File: src/rtl/input_buffer_arbiter_pkg.sv
// Shared types and helpers for the input buffer arbiter and its stream FIFO.
package input_buffer_pkg;

  localparam int DATA_W = 16;

  // Arbiter sequencing states.
  typedef enum logic [1:0] {
    ACCUM = 2'd0,  // filling the frame from the stream FIFO or host writes
    HRD   = 2'd1,  // second cycle of a host read, data returned from buffer
    DRAIN = 2'd2   // buffer streaming the frame to the core, writes blocked
  } state_t;

  // Ceiling log2, minimum result 1 so a width derived from it is never zero.
  function automatic int clog2(input int value);
    int result;
    int rem;
    result = 0;
    rem    = value - 1;
    for (int i = 0; i < 32; i++) begin
      if (rem > 0) begin
        result = result + 1;
        rem    = rem >> 1;
      end
    end
    return (result < 1) ? 1 : result;
  endfunction

endpackage

File: src/rtl/input_buffer_arbiter_stream_fifo.sv
// Small synchronous skid FIFO for front-end stream samples. The head entry
// is read straight out of the storage registers and is valid whenever empty=0.
// A push while full is accepted only when a pop happens in the same cycle.
module stream_fifo
  import input_buffer_pkg::*;
#(
  parameter int DEPTH = 4,
  parameter int W     = DATA_W
) (
  input  logic         clk,
  input  logic         rst,
  input  logic         push,
  input  logic         pop,
  input  logic [W-1:0] din,
  output logic         full,
  output logic         empty,
  output logic [W-1:0] dout
);

  localparam int PW = clog2(DEPTH);

  logic [W-1:0]  mem [DEPTH];
  logic [PW-1:0] wr_ptr;
  logic [PW-1:0] rd_ptr;
  logic [PW:0]   count;
  logic          do_push;
  logic          do_pop;

  assign full    = (count == (PW+1)'(DEPTH));
  assign empty   = (count == '0);
  assign do_pop  = pop && !empty;
  assign do_push = push && (!full || do_pop);
  assign dout    = mem[rd_ptr];

  // Pointer and occupancy bookkeeping.
  always_ff @(posedge clk) begin
    // NOTE: sequential state uses non-blocking assignments so every flop
    // samples pre-edge values regardless of block evaluation order.
    if (rst) begin
      wr_ptr <= '0;
      rd_ptr <= '0;
      count  <= '0;
    end else begin
      if (do_push) wr_ptr <= wr_ptr + 1'b1;
      if (do_pop)  rd_ptr <= rd_ptr + 1'b1;
      case ({do_push, do_pop})
        2'b10:   count <= count + 1'b1;
        2'b01:   count <= count - 1'b1;
        default: count <= count;
      endcase
    end
  end

  // Sample storage.
  always_ff @(posedge clk) begin
    // NOTE: storage is deliberately not reset; entries are only read when
    // count says they were written, and leaving reset off keeps it plain RAM.
    if (do_push) mem[wr_ptr] <= din;
  end

endmodule

File: src/rtl/input_buffer_arbiter.sv
// Sequences the single-port input buffer: drains stream samples and host
// accesses into it while a frame accumulates, and blocks every write while
// the buffer streams the finished frame to the core.
module input_buffer_arbiter
  import input_buffer_pkg::*;
#(
  parameter int CHANNELS   = 128,
  parameter int FIFO_DEPTH = 4,
  parameter int AW         = clog2(CHANNELS)
) (
  input  logic              clk,
  input  logic              rst,
  input  logic              strm_valid,
  input  logic [DATA_W-1:0] strm_data,
  input  logic              host_req,
  input  logic              host_we,
  input  logic [AW-1:0]     host_addr,
  input  logic [DATA_W-1:0] host_wdata,
  output logic              host_ack,
  output logic [DATA_W-1:0] host_rdata,
  output logic              buf_en,
  output logic [DATA_W-1:0] buf_data_in,
  output logic              buf_ext_en,
  output logic              buf_ext_wren,
  output logic [AW-1:0]     buf_ext_addr,
  output logic [DATA_W-1:0] buf_ext_din,
  output logic              buf_enb,
  input  logic [DATA_W-1:0] buf_ext_dout,
  input  logic              buf_valid,
  output logic              frame_done,
  output logic [AW:0]       fill_cnt,
  output logic [7:0]        drop_cnt
);

  state_t            state_q;
  state_t            state_d;
  logic              seen_valid;
  logic [DATA_W-1:0] rdata_q;
  logic              rdata_load;
  logic              frame_wr;
  logic              frame_last;
  logic              fifo_pop;
  logic              fifo_full;
  logic              fifo_empty;
  logic [DATA_W-1:0] fifo_data;
  logic              drop;

  stream_fifo #(
    .DEPTH (FIFO_DEPTH),
    .W     (DATA_W)
  ) u_fifo (
    .clk   (clk),
    .rst   (rst),
    .push  (strm_valid),
    .pop   (fifo_pop),
    .din   (strm_data),
    .full  (fifo_full),
    .empty (fifo_empty),
    .dout  (fifo_data)
  );

  // A write that fills the last channel closes the frame.
  assign frame_last = (fill_cnt == (AW+1)'(CHANNELS - 1));
  assign drop       = strm_valid && fifo_full && !fifo_pop;

  // Read data is passed through during the ack cycle, then held.
  assign host_rdata = (!rst && state_q == HRD) ? buf_ext_dout : rdata_q;

  // State register.
  always_ff @(posedge clk) begin
    if (rst) state_q <= ACCUM;
    else     state_q <= state_d;
  end

  // Next state and buffer/host strobes; all strobes held low during reset.
  always_comb begin
    // NOTE: every output gets a default first so no path leaves a signal
    // unassigned, which would otherwise infer a latch.
    state_d      = state_q;
    fifo_pop     = 1'b0;
    frame_wr     = 1'b0;
    rdata_load   = 1'b0;
    buf_en       = 1'b0;
    buf_data_in  = '0;
    buf_ext_en   = 1'b0;
    buf_ext_wren = 1'b0;
    buf_ext_addr = '0;
    buf_ext_din  = '0;
    buf_enb      = 1'b0;
    host_ack     = 1'b0;
    frame_done   = 1'b0;
    if (!rst) begin
      case (state_q)
        ACCUM: begin
          if (!fifo_empty) begin
            fifo_pop    = 1'b1;
            buf_en      = 1'b1;
            buf_data_in = fifo_data;
            frame_wr    = 1'b1;
          end else if (host_req && host_we) begin
            // Host writes advance the buffer pointer like a stream sample.
            buf_ext_wren = 1'b1;
            buf_ext_addr = host_addr;
            buf_ext_din  = host_wdata;
            host_ack     = 1'b1;
            frame_wr     = 1'b1;
          end else if (host_req) begin
            buf_ext_en   = 1'b1;
            buf_enb      = 1'b1;
            buf_ext_addr = host_addr;
            state_d      = HRD;
          end
          if (frame_wr && frame_last) state_d = DRAIN;
        end
        HRD: begin
          buf_ext_en   = 1'b1;
          buf_enb      = 1'b1;
          buf_ext_addr = host_addr;
          host_ack     = 1'b1;
          rdata_load   = 1'b1;
          state_d      = ACCUM;
        end
        DRAIN: begin
          buf_enb = 1'b1;
          if (seen_valid && !buf_valid) begin
            frame_done = 1'b1;
            state_d    = ACCUM;
          end
        end
        default: state_d = ACCUM;
      endcase
    end
  end

  // Readout tracking: wait for buf_valid to rise, then to fall.
  always_ff @(posedge clk) begin
    if (rst)                           seen_valid <= 1'b0;
    else if (frame_done)               seen_valid <= 1'b0;
    else if (state_q == DRAIN && buf_valid) seen_valid <= 1'b1;
  end

  // Frame fill counter, cleared on the write that completes the frame.
  always_ff @(posedge clk) begin
    if (rst)              fill_cnt <= '0;
    else if (frame_wr)    fill_cnt <= frame_last ? '0 : fill_cnt + 1'b1;
  end

  // Saturating count of samples lost to a full FIFO.
  always_ff @(posedge clk) begin
    if (rst)                          drop_cnt <= '0;
    else if (drop && drop_cnt != 8'hFF) drop_cnt <= drop_cnt + 1'b1;
  end

  // Held copy of the last host read result.
  always_ff @(posedge clk) begin
    if (rst)             rdata_q <= '0;
    else if (rdata_load) rdata_q <= buf_ext_dout;
  end

endmodule
File: config.mk
export PLATFORM = sky130hd
export DESIGN_NAME = input_buffer_arbiter
export DESIGN_NICKNAME = d
export VERILOG_FILES = /design/src/rtl/input_buffer_arbiter_pkg.sv /design/src/rtl/input_buffer_arbiter_stream_fifo.sv /design/src/rtl/input_buffer_arbiter.sv
export SDC_FILE = /design/constraint.sdc
export NUM_CORES = 1
export LEC_CHECK = 0
export CORE_ASPECT_RATIO = 0.7
export CORE_MARGIN = 2
export CORE_UTILIZATION = 57
export DETAILED_ROUTE_END_ITERATION = 8
export DONT_BUFFER_PORTS = 1
export MAX_ROUTING_LAYER = met4
export PLACE_DENSITY_LB_ADDON = 0.15
export REMOVE_ABC_BUFFERS = 1
export SYNTH_ARGS = -nofsm -noshare
export SYNTH_HDL_FRONTEND = slang
export SYNTH_SLANG_ARGS = --single-unit
export TNS_END_PERCENT = 1
File: constraint.sdc
create_clock -name clk -period 2.2 [get_ports clk]
set_input_delay 0.44 -clock clk [delete_from_list [all_inputs] [get_ports clk]]
set_output_delay 0.44 -clock clk [all_outputs]
set_load 0.01 [all_outputs]
### Word level (Yosys, flattened, before mapping)

Memories as Yosys holds them, arrays and structs flattened. A register that Yosys moved wholly into a read port is not among the register bits.
Index checks and enable logic that the tools add are counted.

* RAM bits: 64
* memories kept: 1
* bits in registers: 42

* add/sub/neg operators: 6
* equality and inequality tests: 11
* muxes and demuxes: 51
* reductions and logical operators: 22

Memories
* u_fifo.mem: words 4, width 16, rd ports 1, clocked after memory_dff 1, write ports 1, line input_buffer_arbiter_stream_fifo.sv:22 `logic [W-1:0] mem [DEPTH];`

Operator list (count)
* $mux W16: 8
* $mux W7: 4
* $mux W1: 25
* $add A8 B1 Y8 const B: 2
* $mux W2: 7
* $pmux W7 S2: 1
* $logic_and A1 B1 Y1: 10
* $ne A3 B3 Y1 const B: 3
* $eq A8 B7 Y1 const B: 1
* $mux W8: 1
* $ne A8 B8 Y1 const B: 1
* $pmux W1 S2: 3
* $pmux W3 S2: 1
* $logic_not A1 Y1: 5
* $add A2 B1 Y2 const B: 2
* $eq A2 B1 Y1 const B: 2
* $eq A2 B2 Y1 const B: 2
* $pmux W2 S2: 1
* $reduce_and A4 Y1: 1
* $reduce_or A2 Y1: 2
* $add A3 B1 Y3 const B: 1
* $eq A3 B3 Y1 const B: 1
* $logic_not A3 Y1: 1
* $sub A3 B1 Y3 const B: 1
* 4 further kinds: 4

### Depth between registers and ports, before layout

Gate-level depths: netlist (run 1).

* depth in word-level cells: 9
* gate-level depth with buffers: 11

### Modules after synthesis

From an unflattened synthesis (run 1), not the netlist that was laid out.

* cells, all modules: 361
* area total of the unflattened synthesis: 4790.8 µm²

By module, submodules not included
* stream_fifo: cells an instance 143, instances 1, area each 2845.2 µm²
* input_buffer_arbiter: cells an instance 218, instances 1, area each 1945.6 µm²

### Least setup slack after synthesis (run 1)

No wires, ideal clock.

* kind: register -> register
* start: register state_q[0]
* end: register u_fifo.count[2]
* arrival: 2.281 ns
* required time: 2.129 ns
* stages on the path, launching flop included: 12
* slack: -0.152 ns
* cell sequence: dfxtp_1 inv_1 ha_1 nand2b_1 a41oi_1 inv_1 ha_1 inv_1 fa_1 xor2_1 or3_1 a21oi_1

* longest elaborated chain between the ends: 8
* elaborated cells on any way between the ends: 10

Ends and longest elaborated chain
* start: declaration: line input_buffer_arbiter.sv:35 `state_t state_q;`
* start signal: assignment: line input_buffer_arbiter.sv:72 `else state_q <= state_d;`
* $logic_not A2 Y1 (*): line input_buffer_arbiter.sv:93 `case (state_q)`
* $mux W1 (*): line input_buffer_arbiter.sv:93
* $mux W1 (*): line input_buffer_arbiter.sv:92 `if (!rst) begin`
* $logic_and A1 B1 Y1 (*): line input_buffer_arbiter_stream_fifo.sv:31 `assign do_pop = pop && !empty;`
* $logic_or A1 B1 Y1: line input_buffer_arbiter_stream_fifo.sv:32 `assign do_push = push && (!full || do_pop);`
* $logic_and A1 B1 Y1: line input_buffer_arbiter_stream_fifo.sv:32
* $eq A2 B1 Y1 or $eq A2 B2 Y1 (tied branches): line input_buffer_arbiter_stream_fifo.sv:46 `case ({do_push, do_pop})`
* $pmux W3 S2 or $reduce_bool A2 Y1 (tied branches)
* end signal: assignment: line input_buffer_arbiter_stream_fifo.sv:47 `2'b10: count <= count + 1'b1;`
* end signal: assignment: line input_buffer_arbiter_stream_fifo.sv:48 `2'b01: count <= count - 1'b1;`
* end signal: assignment: line input_buffer_arbiter_stream_fifo.sv:49 `default: count <= count;`
* end: declaration: line input_buffer_arbiter_stream_fifo.sv:25 `logic [PW:0] count;`

Mark *: on every way between the ends. The rest lies on a longest branch, timed or not.
A chain may end at the register's enable or synchronous reset.

### Worst setup path after layout (run 1)

* start: register u_fifo.count[2]
* end: output port buf_ext_din[9]

* longest elaborated chain between the ends: 4

Ends and longest elaborated chain
* $logic_not A3 Y1: line input_buffer_arbiter_stream_fifo.sv:30 `assign empty = (count == '0);`
* $mux W16: line input_buffer_arbiter.sv:95 `if (!fifo_empty) begin`
* $mux W16: line input_buffer_arbiter.sv:93
* $mux W16: line input_buffer_arbiter.sv:92
* end: declaration: line input_buffer_arbiter.sv:26 `output logic [DATA_W-1:0] buf_ext_din,`

Every way passes these cells.

==> results of run 1 <==
-- Yosys cell counts, types with 4 or more instances --
cell,n,area share
clkbuf_1,10,0.0079
inv_1,12,0.0094
nand2_1,7,0.0055
nand2b_1,6,0.0079
dfxtp_1,44,0.18
nand3_1,6,0.0063
a21oi_1,8,0.0084
buf_2,6,0.0063
and2_1,30,0.039
mux4_2,16,0.075
ha_1,11,0.029
nor3_1,4,0.0042
and3_1,19,0.025
edfxtp_1,64,0.40
nor2_1,22,0.017
xnor2_1,9,0.017
nor4_1,4,0.0052
nor2b_1,19,0.025
mux2_2,18,0.042
-- critical path, cell delays in order, from the launching register on --
cell	delay, ns
dfxtp_2	0.32
or3_4	0.39
or3_4	0.51
nor2_4	0.19
and2_4	0.18
-- how the worst max path moves through the flow --
stage	startpoint	cells past startpoint	endpoint
2_1_floorplan	state_q[0]$_SDFFE_PP0P_	10	u_fifo.count[2]$_SDFFE_PP0P_
3_3_place_gp	state_q[0]$_SDFFE_PP0P_	10	u_fifo.count[2]$_SDFFE_PP0P_
3_5_place_dp	state_q[0]$_SDFFE_PP0P_	10	u_fifo.count[2]$_SDFFE_PP0P_
4_1_cts	u_fifo.count[1]$_SDFFE_PP0P_	4	buf_ext_din[0]
5_1_grt	state_q[1]$_SDFFE_PP0P_	7	buf_ext_din[9]
6_report	u_fifo.count[2]$_SDFFE_PP0P_	4	buf_ext_din[9]
-- state kept, by name (all words and copies together) (netlist names), named ones only --
signal,cells
u_fifo.count,3
u_fifo.rd_ptr,2
u_fifo.wr_ptr,2
rdata_q,16
seen_valid,1
state_q,2
drop_cnt,8
fill_cnt,8
u_fifo.mem,64
-- cell type report --
class                      instances  area [um2]  area share
clock buffer                      12       236.5     0.04344
timing repair buffer              24       196.4     0.03608
multi-input combinational        223        1982      0.3641
inverter                          12       45.04    0.008274
clock inverter                     4       50.05    0.009193
tap                              101       126.4     0.02321
sequential                       108        2808      0.5157
-- metal layers --
| metal | vias up | track usage |
|---|---|---|
| met5 | - | - |
| met4 | 0 | 0.1085 |
| li1 | 1345 | - |
| met3 | 14 | 0.05962 |
| met1 | 1383 | 0.2791 |
| met2 | 109 | 0.3719 |
-- power groups by stage --
stage	sequential, mW	clock, mW	combinational (mW)
after floorplan	2.53	0	0.856
after global placement	2.46	0	1.30
after detailed placement	2.47	0	1.31
after CTS	2.42	1.59	1.42
after global routing	2.44	1.66	1.54
final	2.42	1.54	1.41
-- cells by family after synthesis --
family,count (synthesis),synth area share
AOI/OAI and AO/OA,23,0.03618
xor gates and xnor gates,12,0.02202
adders and majority gates,12,0.03303
buffers and inverters,29,0.02595
DFF,108,0.5872
muxes,37,0.1242
and+or+nand+nor,136,0.1714
-- repair_timing --
action / CTS / global route
buffers inserted: 2 / 0
setup endpoints to repair: 43 / 44
resized for setup: 28 / 10
pin swaps: 24 / 9
cloned: 3 / 0
==> metrics.cfg, run 1 <==
[outcome]
outcome=finished with violations
violations=setup timing

[power_and_ir_drop]
comb_power_share=0.262
switching_share=0.2739
power.total_mw=5.367
switchingPower_mw=1.470
p_clk_frac=0.287
vdd_drop_max_uv=632.0
internal-power_mw=3.897
p_leak_nw=1.988
power.density_mw_per_mm2=985.8
seqPwrFrac=0.451

[final_layout]
drive_gt1_frac=0.2977
final_cell_mix=64 x edfxtp_1, 42 x dfxtp_1, 23 x and2_4
synthToLayoutAreaGrowth_pct=14.05
mostFrequentLayoutCell=edfxtp_1
stdcell_count=484
fillers=588
final_util=0.6800
antenna_cells=0
layout.nets=451
finalInstanceArea_mm2=0.005444

[sta]
skew_ns=0.007919
finalSetupTns_ns=-3.408
maxSlewViolCount=0
rsz0062_at_grt=true
period_needed_ns=2.369
slew_headroom=0.6482
worstMarginPinSlew_ns=0.5277
setup_slack_ns=-0.1694
max_clock_freq_mhz=422.0
fin_crit_sh=1.077
setup_viol=27
hold_viol=0
whs_ns=0.1680

[route]
top_layer=met4
wl_met1_um=4085
drt-pass1-iter-count=4
via_count=2851
drt_iter0_drc=165
ant_nets=0
routed_wl_um=9838
drc=0
wire_per_inst_um=20.33
post_drt_via_cell_ratio=5.890
wl_met2_um=4881
dr_wl_met3_um=599

[synthesis]
ys_ff_latch=108
yosys_warnings=0
synth_area_per_cell_um2=13.37
synthesis.area_mm2=0.004773
synthArstFlopShare=0
netlist_instances=357
ys_seq_area_frac=0.5872
synth_edf_count=64
ys_types=49
synthFlopType=edfxtp_1

[placement]
port_buffers=0
dp.cells=463
preCtsSetupSlack_ns=0.02074
gp_congestion=0.8228
dpl_cell_area_mm2=0.004999
hpwl_um=7039

[hold_path]
holdPathStages=1
hp-class=in2reg
hp-start=rst
min_to=drop_cnt[5]$_SDFFE_PP0P_

[cts]
cts_hold_buf=0
tritoncts=yes
cts_made_buffers=9
clock_path_buffers=2
clk_root_buffer_cell=clkbuf_16
path_clk_slew_ns=0.07
cts.sinks=108
htreeDepth=3
worstSkewPairLatency_ns=0.34

[run]
maxCapViolCount=0

[global_route]
grt_pass1_vias=2834
gr-usage-all-layers=0.2317
antenna_found_initial=0
grt_max_degree=47
grt_first_pass_wirelength_um=15170
grt-ovfl-total=0

[floorplan]
pin_count=138
die_area_mm2=0.009134
die_w_um=113.4
rows=27
die_h_um=80.57
coreArea_mm2=0.008006
start_util=0.5962

[worst_setup_path]
worst_r2r_path_depth=11
critPathLaunchType=flop
r2r-end=u_fifo.count[2]$_SDFFE_PP0P_
required_ns=1.76
worstReg2RegStart=state_q[0]$_SDFFE_PP0P_
arrival_ns=1.93
worstPathMaxFanout=6
path_class=reg2out
reg2reg_slack_ns=0.06
end_kind=primary output

No activity file was read; power rests on OpenSTA's default activity.
==> run 2, diff against run 1 <==
--- a/config.mk
+++ b/config.mk
@@ -10,6 +10,7 @@
 export CORE_UTILIZATION = 57
 export DETAILED_ROUTE_END_ITERATION = 8
 export DONT_BUFFER_PORTS = 1
+export HOLD_SLACK_MARGIN = 0.06
 export MAX_ROUTING_LAYER = met4
 export PLACE_DENSITY_LB_ADDON = 0.15
 export REMOVE_ABC_BUFFERS = 1
==> results of run 2 <==
Final layout, timing and power as in run 1 (identical DEF).
